==> config.mk <==
export PLATFORM = sky130hd
export DESIGN_NAME = tempo_ramp_ctrl_flat
export DESIGN_NICKNAME = d
export VERILOG_FILES = /design/src/rtl/tempo_ramp_ctrl_if.sv /design/src/rtl/tempo_ramp_ctrl.sv /design/src/flat_wrapper.sv
export SDC_FILE = /design/constraint.sdc
export NUM_CORES = 1
export LEC_CHECK = 0
export CORE_MARGIN = 5
export CORE_UTILIZATION = 25
export CTS_CLUSTER_SIZE = 30
export DETAILED_ROUTE_END_ITERATION = 8
export GPL_TIMING_DRIVEN = 0
export MAX_ROUTING_LAYER = met4
export PLACE_DENSITY = 0.46
export SLEW_MARGIN = 10
export SYNTH_ARGS = -nofsm -noshare
export SYNTH_HDL_FRONTEND = slang
export SYNTH_SLANG_ARGS = --single-unit
export TNS_END_PERCENT = 30
==> constraint.sdc <==
create_clock -name clk -period 6.65 [get_ports clk]
set_input_delay 1.6625 -clock clk [delete_from_list [all_inputs] [get_ports clk]]
set_output_delay 1.6625 -clock clk [all_outputs]
set_load 0.05 [all_outputs]
==> src/rtl/tempo_ramp_ctrl_if.sv <==
// tempo_ramp_ctrl_if: target-tempo valid/ready handshake between a requester and tempo_ramp_ctrl.
interface tempo_ramp_ctrl_if;
    logic [7:0] tgt_idx;
    logic       tgt_valid;
    logic       tgt_ready;

    modport master (output tgt_idx, output tgt_valid, input tgt_ready);
    modport slave  (input tgt_idx, input tgt_valid, output tgt_ready);
endinterface

==> src/rtl/tempo_ramp_ctrl.sv <==
// tempo_ramp_ctrl: ramps the tempo index one step per STEP_CYCLES toward an accepted target.
// Optional beat output (wclk synchronizer + 256-edge divider) is built only when TEMPO_BEAT_OUT_EN is defined.
module tempo_ramp_ctrl #(
    parameter int STEP_CYCLES = 5_000_000,
    parameter int MAX_IDX     = 154,
    parameter int INIT_IDX    = 18
) (
    input  logic              clk,
    input  logic              reset,
    tempo_ramp_ctrl_if.slave  tgt,
    input  logic              hold,
    input  logic              wclk,
    output logic [7:0]        freq,
    output logic              ramping,
    output logic              done
`ifdef TEMPO_BEAT_OUT_EN
    ,
    output logic              beat
`endif
);
    // A single-cycle step period still needs a 1-bit counter to exist.
    localparam int CW = (STEP_CYCLES > 1) ? $clog2(STEP_CYCLES) : 1;
    localparam logic [CW-1:0] TERM = CW'(STEP_CYCLES - 1);
    localparam logic [7:0]    MAX8 = 8'(MAX_IDX);
    localparam logic [7:0]    INIT8 = 8'(INIT_IDX);

    typedef enum logic [1:0] {IDLE, RAMP, DONE} state_t;

    state_t        state_q;
    logic [CW-1:0] cnt_q, cnt_d;
    logic [7:0]    freq_q, freq_d;
    logic [7:0]    target_q;
    logic [7:0]    clamp;
    logic          ready_q, ramping_q, done_q;
    logic          accept, step;

    assign freq          = freq_q;
    assign ramping       = ramping_q;
    assign done          = done_q;
    assign tgt.tgt_ready = ready_q;

    // Step timing: counter advances only while ramping and not held; terminal count moves freq one index toward target.
    always_comb begin
        clamp  = (tgt.tgt_idx > MAX8) ? MAX8 : tgt.tgt_idx;
        accept = (state_q == IDLE) && tgt.tgt_valid;
        step   = (state_q == RAMP) && !hold && (cnt_q == TERM);
        cnt_d  = accept ? '0 :
                 ((state_q == RAMP) && !hold) ? (step ? '0 : cnt_q + 1'b1) : cnt_q;
        freq_d = !step ? freq_q :
                 (target_q > freq_q) ? freq_q + 8'd1 : freq_q - 8'd1;
    end

    // Control FSM with registered handshake/status outputs; reset abandons any ramp in progress.
    always_ff @(posedge clk or posedge reset) begin
        if (reset) begin
            state_q   <= IDLE;
            cnt_q     <= '0;
            freq_q    <= INIT8;
            target_q  <= INIT8;
            ready_q   <= 1'b1;
            ramping_q <= 1'b0;
            done_q    <= 1'b0;
        end else begin
            cnt_q  <= cnt_d;
            freq_q <= freq_d;
            done_q <= 1'b0;
            case (state_q)
                IDLE: if (accept) begin
                    target_q  <= clamp;
                    ready_q   <= 1'b0;
                    if (clamp == freq_q) begin
                        state_q <= DONE;
                        done_q  <= 1'b1;
                    end else begin
                        state_q   <= RAMP;
                        ramping_q <= 1'b1;
                    end
                end
                RAMP: if (step && (freq_d == target_q)) begin
                    state_q   <= DONE;
                    ramping_q <= 1'b0;
                    done_q    <= 1'b1;
                end
                DONE: begin
                    state_q <= IDLE;
                    ready_q <= 1'b1;
                end
                default: begin
                    state_q   <= IDLE;
                    ready_q   <= 1'b1;
                    ramping_q <= 1'b0;
                end
            endcase
        end
    end

`ifdef TEMPO_BEAT_OUT_EN
    logic [2:0] ws_q;
    logic [7:0] bcnt_q;
    logic       beat_q;
    logic       wedge;

    assign wedge = ws_q[1] & ~ws_q[2];
    assign beat  = beat_q;

    // wclk crosses in through two flops; the third flop gives the rising-edge detect; a freq change restarts the beat phase.
    always_ff @(posedge clk or posedge reset) begin
        if (reset) begin
            ws_q   <= '0;
            bcnt_q <= '0;
            beat_q <= 1'b0;
        end else begin
            ws_q   <= {ws_q[1:0], wclk};
            bcnt_q <= (freq_d != freq_q) ? 8'd0 : wedge ? bcnt_q + 8'd1 : bcnt_q;
            beat_q <= (freq_d == freq_q) && wedge && (bcnt_q == 8'hFF);
        end
    end
`else
    logic unused_wclk;
    assign unused_wclk = wclk;
`endif
endmodule

==> src/flat_wrapper.sv <==
// flat-port wrapper written by rule: the top's interface ports become plain ports
module tempo_ramp_ctrl_flat 
#(
    parameter int STEP_CYCLES = 5_000_000,
    parameter int MAX_IDX     = 154,
    parameter int INIT_IDX    = 18
)
  (clk, reset, hold, wclk, freq, ramping, done, tgt_tgt_idx, tgt_tgt_valid, tgt_tgt_ready);
  tempo_ramp_ctrl_if tgt_i ();
  input  logic clk;
  input  logic reset;
  input  logic hold;
  input  logic wclk;
  output logic [7:0] freq;
  output logic ramping;
  output logic done;
  input wire logic [$bits(tgt_i.tgt_idx)-1:0] tgt_tgt_idx;
  input wire logic [$bits(tgt_i.tgt_valid)-1:0] tgt_tgt_valid;
  output wire logic [$bits(tgt_i.tgt_ready)-1:0] tgt_tgt_ready;
  assign tgt_i.tgt_idx = tgt_tgt_idx;
  assign tgt_i.tgt_valid = tgt_tgt_valid;
  assign tgt_tgt_ready = tgt_i.tgt_ready;
  tempo_ramp_ctrl #(.STEP_CYCLES(STEP_CYCLES), .MAX_IDX(MAX_IDX), .INIT_IDX(INIT_IDX)) u_core (.clk(clk), .reset(reset), .tgt(tgt_i), .hold(hold), .wclk(wclk), .freq(freq), .ramping(ramping), .done(done));
endmodule
# ---- Yosys cells after proc, flatten, opt, wreduce, memory -nomap -nowiden
# Index checks and enable logic that the tools add are counted.
dict set report totals {
  register_bits 44
  input_bits 13
  output_inout_bits 11
  word_cells 53
}
dict set report op_classes {
  addsub 3
  magnitude_cmp 2
  n_eq_ne 8
  muxes 20
  n_bitwise 2
  reduce_logical 11
}
# operator n
set ops {}
lappend ops {{2-to-1 mux 23 bit} 3}
lappend ops {{2-to-1 mux 8 bit} 3}
lappend ops {{adder 23 x 1 -> 23 bit, second input constant} 1}
lappend ops {{equality test 23 bit, second input constant} 1}
lappend ops {{equality test 8 bit} 2}
lappend ops {{adder 8 x 1 -> 8 bit, second input constant} 1}
lappend ops {{> comparator 8 bit} 1}
lappend ops {{> comparator 8 bit, second input constant} 1}
lappend ops {{subtractor 8 x 1 -> 8 bit, second input constant} 1}
lappend ops {{2-to-1 mux 1 bit} 7}
lappend ops {{2-to-1 mux 2 bit} 3}
lappend ops {{AND reduction 2 bit} 3}
lappend ops {{logical AND 1 bit} 4}
lappend ops {{inequality test 2 bit, second input constant} 2}
lappend ops {{one-hot mux 1 bit (2 select lines)} 2}
lappend ops {{one-hot mux 2 bit (2 select lines)} 1}
lappend ops {{AND reduction 4 bit} 1}
lappend ops {{one-hot mux 1 bit (3 select lines)} 1}
lappend ops {{equality test 2 x 1 -> 1 bit, second input constant} 1}
lappend ops {{equality test 2 bit, second input constant} 1}
lappend ops {{logical NOT 2 bit} 1}
lappend ops {{inequality test 2 x 1 -> 1 bit, second input constant} 1}
lappend ops {{inverter 1 bit} 2}
lappend ops {{nonzero test 2 bit} 1}
lappend ops {{logical NOT 1 bit} 1}

# ---- Logic depth before layout (Yosys ltp)
dict set report logic_depth {
  ltp_word 8
  mapped_depth 16
  mapped_depth_nobuf 16
}

# ---- Worst setup path after synthesis
# OpenSTA, ideal clock, no wires.
dict set report synth_timing {
  path_type {reg2reg}
  start {register u_core.freq_q[5], in the netlist u_core.freq[5]}
  end {register u_core.done_q, in the netlist u_core.done}
  setup_time_ns 0.129
  t_arrival_ns 3.847
  t_required_ns 6.521
  slack_ns 2.674
  stages_incl_launch_ff 17
  n_path_buf 1
  period_less_slack_ns 3.976
  path_cell_list {dfrtp_1 > inv_1 > ha_1 > a211oi_1 > nor2_1 > nor4b_1 > or2_2 > ha_1 > clkbuf_1 > nand3_1 > o211ai_1 > o41ai_1 > o21a_1 > o21ba_4 > xnor3_1 > and4_4 > o21bai_1}
}
dict set report synth_via {
  elab_chain_len 7
  word_cells_on_any_way 12
  classes_between {2 x add/sub; 1 x order compare; 2 x eq/ne; 6 x mux; 1 x reduce/logical}
}
# element line
set synth_rtl {}
lappend synth_rtl {{start: declaration} tempo_ramp_ctrl.sv:31} ;# logic [7:0] freq_q, freq_d;
lappend synth_rtl {{start signal: assignment} tempo_ramp_ctrl.sv:65} ;# freq_q <= freq_d;
lappend synth_rtl {{subtractor 8 x 1 -> 8 bit, or another cell as far along} tempo_ramp_ctrl.sv:50} ;# (target_q > freq_q) ? freq_q + 8'd1 : freq_q - 8'd1;
lappend synth_rtl {{2-to-1 mux 8 bit} tempo_ramp_ctrl.sv:50}
lappend synth_rtl {{2-to-1 mux 8 bit} tempo_ramp_ctrl.sv:49} ;# freq_d = !step ? freq_q :
lappend synth_rtl {{equality test 8 bit} tempo_ramp_ctrl.sv:79} ;# RAMP: if (step && (freq_d == target_q)) begin
lappend synth_rtl {{logical AND 1 bit} tempo_ramp_ctrl.sv:79}
lappend synth_rtl {{2-to-1 mux 1 bit} tempo_ramp_ctrl.sv:79}
lappend synth_rtl {{one-hot mux 1 bit (2 select lines) (*)} tempo_ramp_ctrl.sv:67} ;# case (state_q)
lappend synth_rtl {{end signal: assignment} tempo_ramp_ctrl.sv:66} ;# done_q <= 1'b0;
lappend synth_rtl {{end signal: assignment} tempo_ramp_ctrl.sv:73} ;# done_q <= 1'b1;
lappend synth_rtl {{end signal: assignment} tempo_ramp_ctrl.sv:82} ;# done_q <= 1'b1;
lappend synth_rtl {{end: declaration} tempo_ramp_ctrl.sv:34} ;# logic ready_q, ramping_q, done_q;
# Mark *: on every way between the ends. The rest lies on a longest branch, timed or not.
# A chain may end at the register's enable or synchronous reset.

# ---- Worst setup path after layout
dict set report layout_timing {
  start {register u_core.freq_q[5], in the netlist u_core.freq[5]}
  end {register u_core.ramping_q, in the netlist u_core.ramping}
}
dict set report layout_via {
  elab_chain_len 7
  word_cells_on_any_way 11
  classes_between {2 x add/sub; 1 x order compare; 4 x eq/ne; 2 x mux; 2 x reduce/logical}
}
# element line
set layout_rtl {}
lappend layout_rtl {{subtractor 8 x 1 -> 8 bit, or another cell as far along} tempo_ramp_ctrl.sv:50}
lappend layout_rtl {{2-to-1 mux 8 bit} tempo_ramp_ctrl.sv:50}
lappend layout_rtl {{2-to-1 mux 8 bit} tempo_ramp_ctrl.sv:49}
lappend layout_rtl {{equality test 8 bit} tempo_ramp_ctrl.sv:79}
lappend layout_rtl {{logical AND 1 bit} tempo_ramp_ctrl.sv:79}
lappend layout_rtl {{inequality test 2 bit (no line)} n/a}
lappend layout_rtl {{AND reduction 4 bit (no line) (*)} n/a}
lappend layout_rtl {{end signal: assignment} tempo_ramp_ctrl.sv:76} ;# ramping_q <= 1'b1;
lappend layout_rtl {{end signal: assignment} tempo_ramp_ctrl.sv:81} ;# ramping_q <= 1'b0;
lappend layout_rtl {{end signal: assignment} tempo_ramp_ctrl.sv:91} ;# ramping_q <= 1'b0;
lappend layout_rtl {{end: declaration} tempo_ramp_ctrl.sv:34}
# Marked as above.

==> impl_metrics.json <==
{
  "clk_pin_slew_ps": 60,
  "postLayoutCoreUtil_pct": 30.2,
  "cts_tree": "yes",
  "area_delta_synth_final_pct": 19.5,
  "finalCriticalPeriod_ps": 4220,
  "vias": 2374,
  "worst_slew_pin_slew_ps": 908,
  "synthArstFlopShare_pct": 100,
  "p_seq_share_pct": 48.8,
  "path_buf_inv": 2,
  "post-dp-hpwl_um": 5350,
  "drt_iter0_markers": 99,
  "cts.repair.resized": 0,
  "die-area_sq_um": 13600,
  "synth-edff-count": 0,
  "grt_pass1_wl_um": 11900,
  "finalPower_uw": 624,
  "fin_skew_ps": 7.46,
  "synth_area_leaders": "dfrtp_1 34%, ha_1 7.0%, xor2_1 6.1%, nand2_1 5.7%, nor2_1 5.0%",
  "setup_viol": 0,
  "cts_made_buffers": 5,
  "viasPerCell": 4.76,
  "synth-main-ff-cell": "dfrtp_1",
  "die_w_um": 117,
  "worst_setup_path_end_kind": "flop",
  "io_pins": 24,
  "slowest_delay_ps": 480,
  "layout_common_cells": "43 x nand2_1, 39 x dfrtp_1, 38 x nor2_1, 22 x clkdlybuf4s50_1, 20 x xor2_1",
  "power_density_nw_per_um2": 183,
  "p_sw_share_pct": 26.0,
  "gp_congestion": 0.802,
  "combPwrFrac_pct": 12.9,
  "initial_core_util_pct": 25.3,
  "port_buffers": 22,
  "drive_gt1_share_pct": 6.74,
  "grt_max_degree": 33,
  "crit_slowest_cell": "nor4b_1",
  "synth_area_sq_um": 2850,
  "hold_viol": 0,
  "run_status": "completed",
  "path_cells": "inv_1 -> ha_1 -> a211oi_1 -> nor2_1 -> nor4b_1 -> or2_2 -> inv_1 -> fa_1 -> xor2_1 -> xnor2_1 -> nor3_1 -> o311ai_0 -> nor4b_1 -> and4_4 -> o211ai_2",
  "worstPathArrival_ps": 4380,
  "rows": 39,
  "antenna_found_initial": 0,
  "slew_viol_final": 0,
  "synth_top_area_cell": "dfrtp_1",
  "cp_max_fo": 8,
  "peakVddDrop_v": 0.0000883,
  "p_sw_uw": 163,
  "insertion_delay_ps": 280,
  "syn-num-nets": 355,
  "yosysSeqAreaShare_pct": 38.8,
  "fin_crit_sh_pct": 63.4,
  "relSlewSlack_pct": 39.3,
  "routedWlPerCell_um": 14.2,
  "startpoint_type": "flop",
  "synth_top_area_share_pct": 34.2,
  "clockBufferDepth": 2,
  "synth_cell_type_count": 53,
  "ys_ff_latch": 44,
  "cap_violations": 0,
  "cts_setup_buffers": 0,
  "mostFrequentLayoutCell": "nand2_1",
  "clock-root-buffer": "clkbuf_16",
  "grt_pass1_vias": 2394,
  "ant_nets": 0,
  "hold_class": "reg2reg",
  "num_antenna_cells": 0,
  "path_class": "reg2reg",
  "syn_area_per_cell_sq_um": 8.77,
  "nets": 385,
  "drc": 0,
  "drt_wl_total_um": 7100,
  "internal_power_uw": 462,
  "p_leak_nw": 1.41,
  "clockPowerShare_pct": 38.3,
  "synthCells": 325,
  "cts_htree_levels": 2,
  "grt_overflow": 0,
  "tns_ps": 0,
  "design.core.area_sq_um": 11300,
  "required_ps": 6810,
  "cts_hold_buf": 0,
  "cts_sinks": 44,
  "drtPass1Iterations": 4,
  "track_usage_pct": 11.4,
  "yosysWarnings": 0,
  "fp.dieH_um": 117,
  "fmax_mhz": 237,
  "grt_setup_unrepaired": "no",
  "critPathTopFamily": "simple AND/OR/NAND/NOR gates"
}
[area by class of cell]
type	count	area, sq um
clock inverters	1	5.00
repair buffers	23	240
clock buffers	7	133
well taps	143	179
flip-flops and latches	44	1110
fillers	1202	7870
multi-input cells	262	1670
plain buffers	6	23.8
inverters	13	48.8
[sequential cells by signal, summed over array words and instances (netlist names)]
name / flops
u_core.cnt_q: 23
u_core.done: 1
u_core.freq: 8
u_core.ramping: 1
u_core.state_q: 2
u_core.target_q: 8
u_core.tgt.tgt_ready: 1
[tightest hold or removal path, cell delays in order, from the launching register on]
cell     delay (ps)
dfstp_2         380
nand2_1          50
nand2_1          50
[stage by stage]
| step | instance area (sq um) | setup WS, ps | hold WS, ps | cells |
|---|---|---|---|---|
| 5_1_grt | 3410 | 1950 | 521 | 499 |
| 6_report | 3410 | 2430 | 483 | 499 |
| 3_5_place_dp | 3270 | 2110 | 478 | 491 |
| 3_3_place_gp | 3250 | 2040 | 474 | 490 |
| 4_1_cts | 3410 | 2390 | 489 | 499 |
| 2_1_floorplan | 2850 | 2670 | 451 | 325 |
[cell families (layout without fill, tap and decap cells)]
kind of cell / Yosys count / in the layout / synth area share, %
AO/OA/AOI/OAI: 60 / 60 / 13.5
XOR/XNOR: 32 / 32 / 10.3
adder cells (fa/ha/maj): 17 / 17 / 7.73
buffers and inverters: 19 / 50 / 2.55
flip-flops: 44 / 44 / 38.9
multiplexers: 2 / 2 / 0.702
AND/OR/NAND/NOR: 151 / 151 / 26.4
[metal layers]
layer,global-route usage [%],part of all wire (%),vias to the layer above
met5,-,0,-
met4,2.98,1.1,0
met3,2.26,4.3,10
met2,17.1,45,34
met1,15.7,50,1129
li1,-,-,1201
[final timing paths]
path                                    start  cells past startpoint  slack (ps)              endpoint
min reg2reg                u_core.target_q[1]                      2         480    u_core.target_q[1]
max reg2reg                    u_core.freq[5]                     15        2430        u_core.ramping
min                        u_core.target_q[1]                      2         480    u_core.target_q[1]
min in group asynchronous               reset                      2        1670    u_core.target_q[0]
max                            u_core.freq[5]                     15        2430        u_core.ramping
max in group asynchronous               reset                      3        4430  u_core.tgt.tgt_ready
[power by group through the flow]
stage          registers (mW)  clock network (mW)  logic [mW]
6_report                0.305               0.239      0.0802
5_1_grt                 0.308               0.259      0.0929
4_1_cts                 0.305               0.248      0.0816
3_5_place_dp            0.310                   0      0.0809
3_3_place_gp            0.309                   0      0.0776
2_1_floorplan           0.306                   0      0.0549
[cells in the mapped netlist (2+ instances only)]
library cell / n
o21ai_1: 2
nand4_1: 9
nor2_1: 38
clkbuf_1: 5
and3_1: 4
or3_1: 3
ha_1: 16
nand2_1: 43
nand3_1: 13
nor4_1: 3
xnor2_1: 11
o21a_1: 2
nor3_1: 10
dfrtp_1: 39
a21o_1: 2
mux2i_1: 2
o32ai_1: 2
nor2b_1: 4
inv_1: 13
a21oi_1: 17
a311o_1: 2
dfstp_2: 5
nand3b_1: 3
nor4b_1: 2
o21bai_1: 2
or2_2: 4
o21ai_0: 18
nand2b_1: 6
xor2_1: 20
and4_1: 2
Power figures use the tool's default switching activity.
